### config.mk
export PLATFORM = sky130hd
export DESIGN_NAME = word_distributor
export DESIGN_NICKNAME = d
export VERILOG_FILES = /design/src/rtl/word_distributor.sv
export SDC_FILE = /design/constraint.sdc
export NUM_CORES = 1
export LEC_CHECK = 0
export CORE_AREA = 2 2 438 440
export DETAILED_ROUTE_END_ITERATION = 16
export DIE_AREA = 0 0 440 442
export SLEW_MARGIN = 20
export SYNTH_ARGS = -nofsm -noshare
export SYNTH_HDL_FRONTEND = slang
export SYNTH_SLANG_ARGS = --single-unit
### constraint.sdc
create_clock -name clk -period 4.2 [get_ports clk]
set_input_delay 0.84 -clock clk [delete_from_list [all_inputs] [get_ports clk]]
set_output_delay 0.84 -clock clk [all_outputs]
set_load 0.02 [all_outputs]
### src/rtl/word_distributor.sv
// word_distributor
//   Accepts a stream of DW-bit words over a valid/ready handshake and stores
//   each one into one of 32 channel registers. A transaction starts at
//   channel `sel` and writes len+1 words with auto-increment. The channel
//   index wraps from 31 to 0. Each channel also carries a valid flag, which
//   is set by a write and cleared by `clr`.
//
// Ports
//   clk, rst_n  : clock; asynchronous active-low reset
//   en          : block enable; gates transaction start and data acceptance
//   start       : request a transaction (sampled only in IDLE)
//   sel, len    : first channel and length-minus-one, latched with start
//   din         : data word
//   din_valid   : din holds a valid word
//   din_ready   : the block accepts din this cycle
//   clr         : per-channel clear of q_valid
//   q           : channel registers; channel k sits at q[k*DW +: DW]
//   q_valid     : per-channel written-since-clear flags
//   busy        : a transaction is in progress
//   done        : one-cycle pulse after the final word is stored
module word_distributor #(
  parameter int unsigned DW = 32
) (
  input  logic             clk,
  input  logic             rst_n,
  input  logic             en,
  input  logic             start,
  input  logic [4:0]       sel,
  input  logic [4:0]       len,
  input  logic [DW-1:0]    din,
  input  logic             din_valid,
  output logic             din_ready,
  input  logic [31:0]      clr,
  output logic [32*DW-1:0] q,
  output logic [31:0]      q_valid,
  output logic             busy,
  output logic             done
);

  typedef enum logic {
    IDLE = 1'b0,
    XFER = 1'b1
  } state_e;

  state_e        state_q, state_d;
  logic [4:0]    ptr_q, ptr_d;
  logic [4:0]    rem_q, rem_d;
  logic          busy_q, busy_d;
  logic          done_q, done_d;
  logic [DW-1:0] mem_q [32];
  logic [DW-1:0] mem_d [32];
  logic [31:0]   valid_q, valid_d;
  logic          fire;

  // din_ready is combinational from state and en only, so din/din_valid
  // never reach an output combinationally.
  assign din_ready = (state_q == XFER) && en;
  assign fire      = din_ready && din_valid;

  always_comb begin
    state_d = state_q;
    ptr_d   = ptr_q;
    rem_d   = rem_q;
    busy_d  = busy_q;
    done_d  = 1'b0;
    mem_d   = mem_q;
    // Clear first, so that a write to the same channel at this edge wins.
    valid_d = valid_q & ~clr;

    case (state_q)
      IDLE: begin
        if (start && en) begin
          ptr_d   = sel;
          rem_d   = len;
          busy_d  = 1'b1;
          state_d = XFER;
        end
      end
      XFER: begin
        if (fire) begin
          mem_d[ptr_q]   = din;
          valid_d[ptr_q] = 1'b1;
          ptr_d          = ptr_q + 5'd1;  // 5-bit add wraps 31 -> 0
          if (rem_q == 5'd0) begin
            state_d = IDLE;
            busy_d  = 1'b0;
            done_d  = 1'b1;
          end else begin
            rem_d = rem_q - 5'd1;
          end
        end
      end
      default: state_d = IDLE;
    endcase
  end

  always_ff @(posedge clk or negedge rst_n) begin
    if (!rst_n) begin
      state_q <= IDLE;
      ptr_q   <= '0;
      rem_q   <= '0;
      busy_q  <= 1'b0;
      done_q  <= 1'b0;
      mem_q   <= '{default: '0};
      valid_q <= '0;
    end else begin
      state_q <= state_d;
      ptr_q   <= ptr_d;
      rem_q   <= rem_d;
      busy_q  <= busy_d;
      done_q  <= done_d;
      mem_q   <= mem_d;
      valid_q <= valid_d;
    end
  end

  for (genvar k = 0; k < 32; k++) begin : g_q
    assign q[k*DW +: DW] = mem_q[k];
  end

  assign q_valid = valid_q;
  assign busy    = busy_q;
  assign done    = done_q;

endmodule

# Yosys cells after proc, flatten, opt, wreduce, memory -nomap -nowiden
# Index checks and enable logic that the tools add are counted.
[word_totals] reg_bits=1069 input_bits=79
[classes] add_sub_neg=2 n_lt_le_gt_ge=4 eq_ne=4 muxes=25 bitwise_logic=5 n_reduce_logical=10
[ops] operator="1024-bit bitwise mux" count=1
[ops] operator="32-bit demux with 5-bit select" count=1
[ops] operator="32-bit 2-to-1 mux" count=3
[ops] operator="32-bit AND" count=1
[ops] operator="32-bit NOT" count=1
[ops] operator="32-bit OR" count=1
[ops] operator="5-bit 2-to-1 mux" count=5
[ops] operator="5-bit one-hot mux with 2 select lines" count=2
[ops] operator="1-bit 2-to-1 mux" count=10
[ops] operator="6-bit greater-or-equal comparator, second input constant" count=1
[ops] operator="5-bit by 6-bit less-than comparator with 1-bit output, second input constant" count=1
[ops] operator="6-bit by 1-bit less-than comparator with 1-bit output, second input constant" count=1
[ops] operator="5-bit NOT with 6-bit output" count=1
[ops] operator="3-bit AND reduction" count=2
[ops] operator="5-bit by 1-bit adder with 5-bit output, second input constant" count=1
[ops] operator="1-bit demux with 5-bit select" count=1
[ops] operator="5-bit by 1-bit greater-or-equal comparator with 1-bit output, second input constant" count=1
[ops] operator="1-bit logical AND" count=5
[ops] operator="5-bit zero test" count=1
[ops] operator="5-bit by 1-bit subtractor with 5-bit output, second input constant" count=1
[ops] operator="2-bit by 1-bit != test with 1-bit output, second input constant" count=2
[ops] operator="2-bit != test, second input constant" count=2
[ops] operator="1-bit one-hot mux with 2 select lines" count=2
[ops] operator="2-bit AND reduction" count=2
[ops] operator="1-bit NOT" count=1

# Logic depth before layout (Yosys ltp)
# Gate-level depths: netlist of the first run.
[logic_depth] word_depth=7 mapped_depth=7

# Least setup slack after synthesis of the first run
# Ideal clock, no wire load.
[synth_timing] path_type="input-to-output" startpoint="in en" endpoint="out din_ready" arrival_time_ns=1.521 required_ns=3.360 path_slack_ns=1.839 cell_stages=4 n_path_buf=2 path_cell_list="buf_4 inv_1 clkbuf_1 nor2_1"
[synth_via] elab_chain_len=1
[synth_rtl] element="start: declaration" line_no="26" text="input logic en,"
[synth_rtl] element="1-bit logical AND" line_no="57" text="assign din_ready = (state_q == XFER) && en;"
[synth_rtl] element="end: declaration" line_no="32" text="output logic din_ready,"
# Every way passes these cells.

# Worst setup path in the final report of the first run
# Ends and elaborated chain as after synthesis.

==> results of run 1 <==
[cell families after synthesis]
| kind of cell | after synthesis | synth area share (%) |
|---|---|---|
| AO/OA/AOI/OAI | 61 | 0.975 |
| adder cells (fa/ha/maj) | 7 | 0.217 |
| buffers and inverters | 252 | 2.90 |
| flip-flops | 1069 | 66.2 |
| multiplexers | 1027 | 28.6 |
| AND/OR/NAND/NOR | 77 | 1.17 |
[worst max path at each step]
stage          cells after the start         to  start
3_5_place_dp                       5  din_ready     en
5_1_grt                            5  din_ready     en
4_1_cts                            5  din_ready     en
3_3_place_gp                       5  din_ready     en
2_1_floorplan                      4  din_ready     en
6_report                           5  din_ready     en
[per-stage QoR]
step / hold slack [ns] / util (%)
global placement: 0.462 / 29.1
CTS: 0.100 / 31.1
finish: 0.0733 / 31.2
detailed placement: 0.466 / 29.1
floorplan: 0.474 / -
global route: 0.0842 / 31.2
[critical path: cells and delay by family]
family	cells	cell delay (ns)
buf+inv	4	1.75
simple gates	1	0.22
[placed cells by master (no fill, tap or decap), types with 3 or more instances in the layout]
cell,Yosys,final
clkinv_16,0,3
o22ai_1,19,19
buf_4,35,91
nand3_1,5,5
clkbuf_1,101,29
inv_1,40,40
mux2i_1,3,3
a21o_1,8,8
nand2_1,12,4
nand2_2,0,8
nor3b_1,4,4
a211oi_1,3,3
mux2_2,999,999
nand3b_1,4,4
nor2_4,0,16
clkbuf_16,0,117
clkinvlp_4,0,5
buf_12,0,23
clkdlybuf4s50_1,0,1118
o21ai_0,18,18
bufinv_16,0,7
clkbuf_8,0,24
nor2b_4,0,7
clkinv_2,0,22
ha_1,7,7
nor3_1,3,3
buf_2,75,18
mux2_1,25,25
nand2b_1,3,3
diode_2,0,21
dfrtp_1,1069,1069
a2bb2oi_1,3,3
nor2_1,14,5
nor2b_1,11,4
nand4_1,4,4
[power by group]
part           leakage (uW)  switching [uW]  internal [uW]
sequential           0.0144            2150          14200
clock               0.00189            4360           5980
combinational        0.0104            9710           9540
[metal layers]
metal | vias to the layer above | part of all wire [%] | track usage (%)
met1 | 14300 | 38 | 19.2
met4 | 4 | 4.0 | 7.15
li1 | 11000 | - | -
met3 | 256 | 6.2 | 4.19
met2 | 874 | 52 | 29.5
met5 | - | 0.016 | 0
[layout make-up]
type / instances / area (um2) / area share (%)
Clock buffer: 170 / 3370 / 5.70
Multi-Input combinational cell: 1172 / 12700 / 21.5
Clock inverter: 40 / 485 / 0.822
Antenna cell: 21 / 52.6 / 0.0890
Inverter: 40 / 150 / 0.254
Timing Repair Buffer: 1251 / 12400 / 21.1
Sequential cell: 1069 / 26800 / 45.3
Tap cell: 2511 / 3140 / 5.32
[state kept, by name, summed over array words and instances (netlist names)]
| name | cells |
|---|---|
| done | 1 |
| ptr_q | 5 |
| q | 1024 |
| rem_q | 5 |
| state_q | 1 |
| busy | 1 |
| q_valid | 32 |
==> tab_implementation.tex, run 1 <==
\begin{tabular}{lr}
\hline
Metric & Value \\
\hline
\multicolumn{2}{l}{\textbf{Detailed routing}} \\
DRC violation count after routing & 0 \\
Number of routed nets with antenna violations & 0 \\
Wirelength per Cell & around 27 um \\
Routed Wire Length & 168000 um \\
Total vias in the final route & 26500 \\
Average via count per standard cell & 4.22 \\
Count of routing violations after the opening detailed-route iteration & 1297 \\
1st-pass router iterations & 5 \\
\multicolumn{2}{l}{\textbf{Pwr}} \\
Overall Power & about 46000 uW \\
Leakage & 0.0267 uW \\
IR Drop Worst-Case VDD & 0.446 mV \\
Pwr per Cell Area & 778 mW/mm2 \\
\multicolumn{2}{l}{\textbf{Floorplanning}} \\
Die area & slightly below 0.2 mm2 \\
Core area & about 0.19 mm2 \\
Initial Utilization & 21.3\% \\
Width of the chip & around 440 um \\
Floorplan row count & between 150 and 200 \\
Chip Height & 442 um \\
Top-Level Pins & approximately 1100 \\
\multicolumn{2}{l}{\textbf{Setup path}} \\
Worst path required time & $\sim$3.4 ns \\
Worst Path Arrival & approximately 2.8 ns \\
Reg2reg end & q[921] \\
Worst reg2reg setup slack & 1.48 ns \\
Worst Setup Start Kind & input pin \\
Critical Path Fanout Max & 9 \\
Slowest stage cell, crit path & clkdlybuf4s50\_1 \\
Critical path type & input pin to output pin \\
Nature of the critical path endpoint & output pin \\
Cells along the critical path & clkdlybuf4s50\_1 -> buf\_4 -> inv\_1 -> nor2\_1 -> clkdlybuf4s50\_1 \\
Length in cells of the worst reg-to-reg path & 4 \\
Beginning of the worst register-to-register path & ptr\_q[3] \\
Critical path's largest stage delay & 0.76 ns \\
Most common cell type on the critical path & clkdlybuf4s50\_1 \\
\multicolumn{2}{l}{\textbf{Finish}} \\
Number of filler cells placed in the layout & 18900 \\
Share of final-layout standard cells stronger than drive strength 1 & 36.1\% \\
Final design instance area without fill & 0.0591 mm2 \\
Non-filler cells, final & 6274 \\
Area growth from synthesis to layout & 46.1\% \\
Final Net Count & $\sim$3700 \\
\multicolumn{2}{l}{\textbf{Synth}} \\
Post-Synthesis Cell Area & 0.0404 mm2 \\
Synth Register Bits & 1069 \\
Post-synth top cells & dfrtp\_1, mux2\_2, clkbuf\_1 \\
Top cells by area in the synthesized netlist & dfrtp\_1, mux2\_2, clkbuf\_1, buf\_2, mux2\_1 \\
Area fraction of the dominant cell type after synthesis & about 66\% \\
Biggest area consumer among synthesized cells & dfrtp\_1 \\
Number of warnings issued by yosys & 0 \\
Yosys cell types & 40 \\
Post-synthesis area per instance & 16.2 um2 \\
Post-synthesis cell count & about 2500 \\
Async S/R FF share, synth & 100\% \\
Most repeated cell in the gate-level netlist after synthesis & dfrtp\_1 \\
Most used flip-flop cell after synthesis & dfrtp\_1 \\
Number of synthesized flops with an enable pin & 0 \\
Proportion of synthesized chip area in sequential cells & $\sim$66\% \\
Synthesized Nets & between 2000 and 3000 \\
\multicolumn{2}{l}{\textbf{Global routing}} \\
Total routing usage reported by global routing & between 15 and 20\% \\
Number of global-route vias before repair & $\sim$27000 \\
Leftover overflow at the end of global routing & 0 \\
First-pass GRT wire length & approximately 230000 um \\
Pin count of the biggest net entering global routing & 77 \\
Initial antenna violation count & 35 \\
\multicolumn{2}{l}{\textbf{Placed design}} \\
Setup slack after placement & 0.560 ns \\
Last weighted congestion value of the routability-driven placer & 0.801 \\
Placed cell area & 0.0552 mm2 \\
HPWL reported at the end of detailed placement & approximately 120000 um \\
Count of buffers from port buffering & 1137 \\
Number of cells in the design after placement & between 6000 and 7000 \\
\multicolumn{2}{l}{\textbf{Status}} \\
Outcome & completed \\
\multicolumn{2}{l}{\textbf{Clocking}} \\
Clock-pin slew of the registers on the worst-case setup and hold paths & 0.06 ns \\
Clock buffer count from CTS & between 100 and 150 \\
Clock Latency Late Sink & 0.75 ns \\
Clk sinks & 1069 \\
Hold Buf Count CTS & 0 \\
Number of gates resized after cts & 0 \\
Library cell used as clock root buffer & clkbuf\_16 \\
Setup repair bufs after CTS & 0 \\
H-tree level count & 3 \\
Clock buffer depth & 3 \\
TritonCTS clock tree & yes \\
\multicolumn{2}{l}{\textbf{STA}} \\
Actual transition at the worst max-transition pin & 1.08 ns \\
Accumulated negative setup slack & 0 ns \\
Final setup violation count & 0 \\
Final count of pins violating max slew & 0 \\
Final critical-path share of the clock period & slightly below 90\% \\
Fin worst setup slack & approximately 0.53 ns \\
Worst clock skew on the final layout & 0.0487 ns \\
Number of hold-slack violations in the final timing report & 0 \\
Fmax & between 200 and 300 MHz \\
RSZ-0062 raised after global routing & no \\
Shortest period the worst path allows & roughly 3.7 ns \\
Relative slew slack & 28.3\% \\
\multicolumn{2}{l}{\textbf{Flow run}} \\
Max-cap viol count & 0 \\
\multicolumn{2}{l}{\textbf{Min path}} \\
Tightest Hold Check Type & input pin to asynchronous set/reset pin \\
\hline
\end{tabular}
Note: power is estimated with default switching activity, not from simulation.
==> run 2: changes to the inputs <==
- CORE_AREA: 2 2 438 440 -> 2 2 441 443
- CTS_CLUSTER_SIZE: unset -> 16
- DIE_AREA: 0 0 440 442 -> 0 0 443 445
- clock period: 4.2 -> 2.9 ns (I/O delays scaled with it)
==> run 2 against run 1 <==
  * Routed wire length shrank 0.48%
  * Worst setup slack got worse by 0.34 ns
  * Core utilization down 0.12 points
  * First-iteration DRC count rose by 2.6%
  * Cell area grew 0.89%
  * Clock power up 44%
  * Largest power group unchanged
  * Highest routed layer unchanged
==> tab_implementation.tex, run 2 (synthesis gave the netlist of run 1 again) <==
\begin{tabular}{lr}
\hline
Metric & Value \\
\hline
\multicolumn{2}{l}{\textbf{Global routing}} \\
Pin count of the biggest net entering global routing & 123 (+60\%) \\
Number of global-route vias before repair & 27400 (+0.71\%) \\
First-pass GRT wire length & 226000 um (-0.88\%) \\
Busiest layer in global routing & met2 \\
Met2 track demand over resource & 28.7\% (-0.72 points) \\
Global Route met3 Usage & 4.41\% (+0.22 points) \\
Global-route met1 utilization & 18.8\% (-0.47 points) \\
Initial antenna violation count & 34 (-2.9\%) \\
Leftover overflow at the end of global routing & 0 (unchanged) \\
Total routing usage reported by global routing & 16.3\% (-0.46 points) \\
\multicolumn{2}{l}{\textbf{Floorplanning}} \\
Top-Level Pins & 1138 (unchanged) \\
Core area & 0.192 mm2 (+1.3\%) \\
Width of the chip & 443 um (+0.68\%) \\
Chip Height & 445 um (+0.68\%) \\
Floorplan row count & 161 (+0.63\%) \\
Initial Utilization & 21.1\% (-0.27 points) \\
Die area & 0.197 mm2 (+1.4\%) \\
\multicolumn{2}{l}{\textbf{Setup path}} \\
Reg2reg end & q[887] \\
Worst reg2reg setup slack & 0.43 ns (-1.05 ns) \\
Nature of the critical path endpoint & output pin \\
Length in cells of the worst reg-to-reg path & 4 (unchanged) \\
Worst path required time & 2.32 ns (-1.04 ns) \\
WP buf/inv & 1 (-3) \\
Worst Setup Start Kind & flop \\
Critical path's largest stage delay & 0.92 ns (+0.16 ns) \\
Critical path type & flop to output pin \\
Crit-path leading delay family & buffers and inverters \\
Critical Path Fanout Max & 2 (-7) \\
Beginning of the worst register-to-register path & ptr\_q[2] \\
Worst Path Arrival & 2.13 ns (-0.70 ns) \\
Slowest stage cell, crit path & clkdlybuf4s50\_1 \\
Cells along the critical path & clkdlybuf4s50\_1 \\
\multicolumn{2}{l}{\textbf{Clocking}} \\
Setup repair bufs after CTS & 0 (unchanged) \\
Clock buffer count from CTS & 115 (+0.88\%) \\
Clock buffer depth & 3 (unchanged) \\
Clock-pin slew of the registers on the worst-case setup and hold paths & 0.06 ns (about the same) \\
Clk sinks & 1069 (unchanged) \\
TritonCTS clock tree & yes \\
Clock Latency Late Sink & 0.78 ns (+0.03 ns) \\
Library cell used as clock root buffer & clkbuf\_16 \\
H-tree level count & 3 (unchanged) \\
\multicolumn{2}{l}{\textbf{Detailed routing}} \\
Number of routed nets with antenna violations & 0 (unchanged) \\
Wirelength per Cell & 26.5 um (-0.87\%) \\
Total vias in the final route & 26600 (+0.56\%) \\
Average via count per standard cell & 4.23 (+0.16\%) \\
Count of routing violations after the opening detailed-route iteration & 1331 (+2.6\%) \\
1st-pass router iterations & 4 (-1) \\
DRC violation count after routing & 0 (unchanged) \\
Routed Wire Length & 167000 um (-0.48\%) \\
\multicolumn{2}{l}{\textbf{STA}} \\
Shortest period the worst path allows & $\sim$2.7 ns \\
Relative slew slack & 44.2\% (+16 points) \\
Fmax & 369 MHz \\
RSZ-0062 raised after global routing & no \\
Final critical-path share of the clock period & 93.4\% \\
Number of hold-slack violations in the final timing report & 0 (unchanged) \\
Accumulated negative setup slack & 0 ns (unchanged) \\
Worst clock skew on the final layout & 0.0307 ns (-0.0180 ns) \\
Final count of pins violating max slew & 0 (unchanged) \\
Actual transition at the worst max-transition pin & 0.831 ns (-0.244 ns) \\
Final setup violation count & 0 (unchanged) \\
\multicolumn{2}{l}{\textbf{Flow run}} \\
Max-cap viol count & 0 (unchanged) \\
\multicolumn{2}{l}{\textbf{Min path}} \\
End point of the most critical hold path & q[663] \\
Cell depth of the worst hold path & 2 \\
Start point of the worst min-delay path & din[23] \\
Tightest Hold Check Type & input pin to flop \\
\multicolumn{2}{l}{\textbf{Finish}} \\
Post-Route Utilization & 31.0\% (-0.12 points) \\
Share of final-layout standard cells stronger than drive strength 1 & 36.4\% (+0.28 points) \\
Commonest cells after routing, fill and taps aside & clkdlybuf4s50\_1, dfrtp\_1, mux2\_2 \\
Final Net Count & 3760 (+0.70\%) \\
Commonest non-fill, non-tap cell in the layout & clkdlybuf4s50\_1 \\
Area growth from synthesis to layout & 47.4\% \\
Max FFs per register & 1024 (unchanged) \\
\multicolumn{2}{l}{\textbf{Placed design}} \\
Count of buffers from port buffering & 1137 (unchanged) \\
HPWL reported at the end of detailed placement & 119000 um (-0.47\%) \\
Last weighted congestion value of the routability-driven placer & 0.800 (-0.11\%) \\
\multicolumn{2}{l}{\textbf{Pwr}} \\
Leakage & 0.0269 uW (+0.82\%) \\
Pwr per Cell Area & 1120 mW/mm2 (+44\%) \\
IR Drop Worst-Case VDD & 0.708 mV (+59\%) \\
\multicolumn{2}{l}{\textbf{Status}} \\
Outcome & completed \\
\hline
\end{tabular}
## run 2: cell count changes in the layout (fill, tap and decap cells not counted), moves of 3 or more
cell / change
buf_12: +31
buf_4: -7
bufinv_16: -3
clkbuf_1: +3
clkbuf_8: +7
clkinv_2: -7
clkinv_4: +3
clkinvlp_4: -4
diode_2: -13
## run 2: cell type report
type	instances	area, um2
fill	19300	132000
sequential	1069	26800
timing repair buffer	1276	13000
multi-input combinational	1172	12700
clock buffer	179	3450
tap	2526	3160
clock inverter	29	357
inverter	40	150
antenna	8	20.0
## run 2: power breakdown
part	internal [uW]	total [uW]	switching [uW]
logic	13900	28100	14200
registers	20600	23700	3090
clock network	8520	14800	6310
## run 2: worst max path at each step
stage | start | to | depth (start not counted) | slack (ns)
after floorplan | din_valid | q[630] | 5 | 0.88
after global placement | en | din_ready | 5 | 0.008
after detailed placement | en | din_ready | 5 | 0.01
after CTS | q[965] | q[965] | 1 | 0.09
after global routing | q[965] | q[965] | 1 | 0.09
final | q[965] | q[965] | 1 | 0.19
## run 2: per-stage QoR
stage                     hold WS [ns]  worst slack [ns]  total power, uW  area [um2]  cells
after floorplan                  0.284             0.883            36300       40400   2493
after global placement           0.461           0.00830            51700       55800   6082
after detailed placement         0.468           0.00972            52200       55800   6082
after CTS                        0.278            0.0881            67300       59600   6291
after global routing             0.331            0.0930            69200       59600   6296
final                            0.360             0.192            66600       59600   6299
## run 2: metal layers
layer	vias up	part of all wire, %
li1	11100	-
met1	14400	39
met5	-	0.016
met4	4	3.6
met3	257	6.5
met2	911	51
## run 2: worst reg2reg max path: cells and delay by family, from the launching register on
family                 cells  cell delay, ns
buffers and inverters      1            0.22
muxes                      1            0.42
and+or+nand+nor            2            1.13
DFF                        1            0.57
## run 2: timing repair
action / CTS / global route
endpoints found under the hold margin: 16 / 0
endpoints found under the setup margin: 1 / 0
gates resized for setup: 2 / 0
hold buffers: 1 / 0
==> run 3: changes to the inputs <==
- CORE_AREA: 2 2 441 443 -> 2 2 442 444
- DIE_AREA: 0 0 443 445 -> 0 0 444 446
==> run 3 against run 2 <==
  * Clock power is essentially flat
  * Combinational power about the same
  * Cell area increased by 0.41%
  * Cell count grew 0.75%
  * Critical path depth increased by 2
  * Non-clock buffer count is 24 higher
  * Register-to-register slack lost 0.07 ns
==> tab_implementation.tex, run 3 (synthesis gave the netlist of run 1 again) <==
\begin{tabular}{lr}
\hline
Metric & Value \\
\hline
\multicolumn{2}{l}{\textbf{Finish}} \\
Multi-input logic area & 0.0127 mm2 (unchanged) \\
Final design instance area without fill & 0.0598 mm2 (+0.41\%) \\
Commonest cells after routing, fill and taps aside & clkdlybuf4s50\_1, dfrtp\_1, mux2\_2 \\
Non-filler cells, final & 6346 (+0.75\%) \\
Share of final-layout standard cells stronger than drive strength 1 & 36.7\% (+0.31 points) \\
Area growth from synthesis to layout & 48.0\% \\
Max FFs per register & 1024 (unchanged) \\
Final Net Count & 3784 (+0.64\%) \\
Number of filler cells placed in the layout & 19300 (+0.13\%) \\
Area used by sequential logic in the layout & 0.0268 mm2 (unchanged) \\
Commonest non-fill, non-tap cell in the layout & clkdlybuf4s50\_1 \\
\multicolumn{2}{l}{\textbf{STA}} \\
Accumulated negative setup slack & 0 ns (unchanged) \\
Final critical-path share of the clock period & 93.8\% (+0.41 points) \\
Number of hold-slack violations in the final timing report & 0 (unchanged) \\
Final count of pins violating max slew & 0 (unchanged) \\
RSZ-0062 raised after global routing & no \\
Actual transition at the worst max-transition pin & 0.853 ns (+0.0220 ns) \\
Final setup violation count & 0 (unchanged) \\
Worst clock skew on the final layout & 0.0369 ns (+0.00627 ns) \\
Fmax & 368 MHz (-0.44\%) \\
Relative slew slack & 43.0\% (-1.2 points) \\
Fin worst setup slack & 0.180 ns (-0.0120 ns) \\
Shortest period the worst path allows & 2.72 ns (+0.0120 ns) \\
Fin Hold WS & 0.286 ns (-0.0737 ns) \\
\multicolumn{2}{l}{\textbf{Global routing}} \\
Leftover overflow at the end of global routing & 0 (unchanged) \\
Initial antenna violation count & 42 (+24\%) \\
Pin count of the biggest net entering global routing & 82 (-33\%) \\
Total routing usage reported by global routing & 16.2\% (-0.14 points) \\
First-pass GRT wire length & 224000 um (-0.85\%) \\
Number of global-route vias before repair & 27400 (-0.036\%) \\
\multicolumn{2}{l}{\textbf{Setup path}} \\
Worst Setup Start Kind & flop \\
Beginning of the worst register-to-register path & ptr\_q[4] \\
Worst setup path end & din\_ready \\
Worst Path Arrival & 2.14 ns (about the same) \\
Critical Path Fanout Max & 12 (+10) \\
Length in cells of the worst reg-to-reg path & 4 (unchanged) \\
Worst path required time & 2.32 ns (about the same) \\
Critical path type & flop to output pin \\
Worst reg2reg setup slack & 0.36 ns (-0.07 ns) \\
Nature of the critical path endpoint & output pin \\
Reg2reg end & q[542] \\
Launching instance or port of the critical path & state\_q \\
\multicolumn{2}{l}{\textbf{Detailed routing}} \\
DRC violation count after routing & 0 (unchanged) \\
1st-pass router iterations & 5 (+1) \\
Count of routing violations after the opening detailed-route iteration & 1312 (-1.4\%) \\
Wirelength per Cell & 26.1 um (-1.2\%) \\
Number of routed nets with antenna violations & 0 (unchanged) \\
Total vias in the final route & 26600 (-0.33\%) \\
Routed Wire Length & 166000 um (-0.49\%) \\
Average via count per standard cell & 4.19 (-1.1\%) \\
\multicolumn{2}{l}{\textbf{Clocking}} \\
Setup repair bufs after CTS & 0 (unchanged) \\
Clock buffer depth & 3 (unchanged) \\
Clock-pin slew of the registers on the worst-case setup and hold paths & 0.06 ns (about the same) \\
Clock buffer count from CTS & 115 (unchanged) \\
Clk sinks & 1069 (unchanged) \\
H-tree level count & 3 (unchanged) \\
Clock Latency Late Sink & 0.78 ns (about the same) \\
TritonCTS clock tree & yes \\
Library cell used as clock root buffer & clkbuf\_16 \\
\multicolumn{2}{l}{\textbf{Placed design}} \\
Last weighted congestion value of the routability-driven placer & 0.806 (+0.79\%) \\
HPWL reported at the end of detailed placement & 119000 um (+0.10\%) \\
Setup slack after placement & 0.221 ns (+0.211 ns) \\
Placed cell area & 0.0560 mm2 (+0.46\%) \\
Number of cells in the design after placement & 6122 (+0.66\%) \\
Count of buffers from port buffering & 1137 (unchanged) \\
\multicolumn{2}{l}{\textbf{Min path}} \\
Cell depth of the worst hold path & 2 (unchanged) \\
Tightest Hold Check Type & input pin to flop \\
\multicolumn{2}{l}{\textbf{Flow run}} \\
Max-cap viol count & 0 (unchanged) \\
\multicolumn{2}{l}{\textbf{Floorplanning}} \\
Chip Height & 446 um (+0.22\%) \\
Core area & 0.194 mm2 (+0.83\%) \\
Width of the chip & 444 um (+0.23\%) \\
Floorplan row count & 162 (+0.62\%) \\
Die area & 0.198 mm2 (+0.45\%) \\
Initial Utilization & 20.9\% (-0.17 points) \\
Top-Level Pins & 1138 (unchanged) \\
\multicolumn{2}{l}{\textbf{Pwr}} \\
Pwr per Cell Area & 1110 mW/mm2 (-0.28\%) \\
IR Drop Worst-Case VDD & 0.662 mV (-6.5\%) \\
Leakage & 0.0270 uW (+0.40\%) \\
\multicolumn{2}{l}{\textbf{Status}} \\
Outcome & completed \\
\hline
\end{tabular}
## run 3: cell count changes in the layout (fill, tap and decap cells not counted), moves of 4 or more
cell	change
buf_4	+19
diode_2	+11
bufinv_16	+4
clkbuf_8	-14
buf_12	+5
## run 3: what timing repair did
item,4_1_cts,5_1_grt
hold buffers,1,0
resized for setup,1,0
setup endpoints to repair,1,0
hold endpoints to repair,25,0
## run 3: power by group
group          internal, uW  total (uW)  leakage (uW)  switching (uW)
Clock                  8550       14900       0.00184            6330
Sequential            20600       23700        0.0144            3080
Combinational         14000       28200        0.0108           14200
Total                 43100       66700        0.0270           23600
## run 3: cell type report
type	instances	share of cell area, %
Timing Repair Buffer	1300	22.2
Antenna cell	19	0.0794
Multi-Input combinational cell	1172	21.2
Clock buffer	168	5.50
Tap cell	2542	5.31
Sequential cell	1069	44.7
Inverter	40	0.251
Clock inverter	36	0.794
## run 3: critical path, stage by stage (launching register included)
cell and delay [ns]:
dfrtp_2 0.49, inv_1 0.14, nor2_1 0.14, clkdlybuf4s50_1 0.61
## run 3: routing by layer
metal | global-route usage (%) | vias to the layer above | share of wire, %
li1 | - | 11100 | -
met1 | 18.5 | 14100 | 38
met2 | 27.9 | 998 | 51
met3 | 4.67 | 286 | 7.1
met4 | 7.38 | 0 | 4.2
met5 | 0 | - | 0
## run 3: through the flow
step	utilization [%]	total power, uW
after floorplan	-	36300
after global placement	28.9	51700
after detailed placement	28.9	52200
after CTS	30.9	67400
after global routing	30.9	69400
final	30.9	66700
## run 3: how the worst min path moves through the flow
stage / end / slack (ns) / start
finish: q[309] / 0.29 / din[21]
detailed placement: q_valid[11] / 0.46 / q_valid[11]
global placement: q_valid[4] / 0.46 / q_valid[4]
floorplan: busy / 0.28 / rst_n
CTS: q[309] / 0.23 / din[21]
global route: q[309] / 0.25 / din[21]
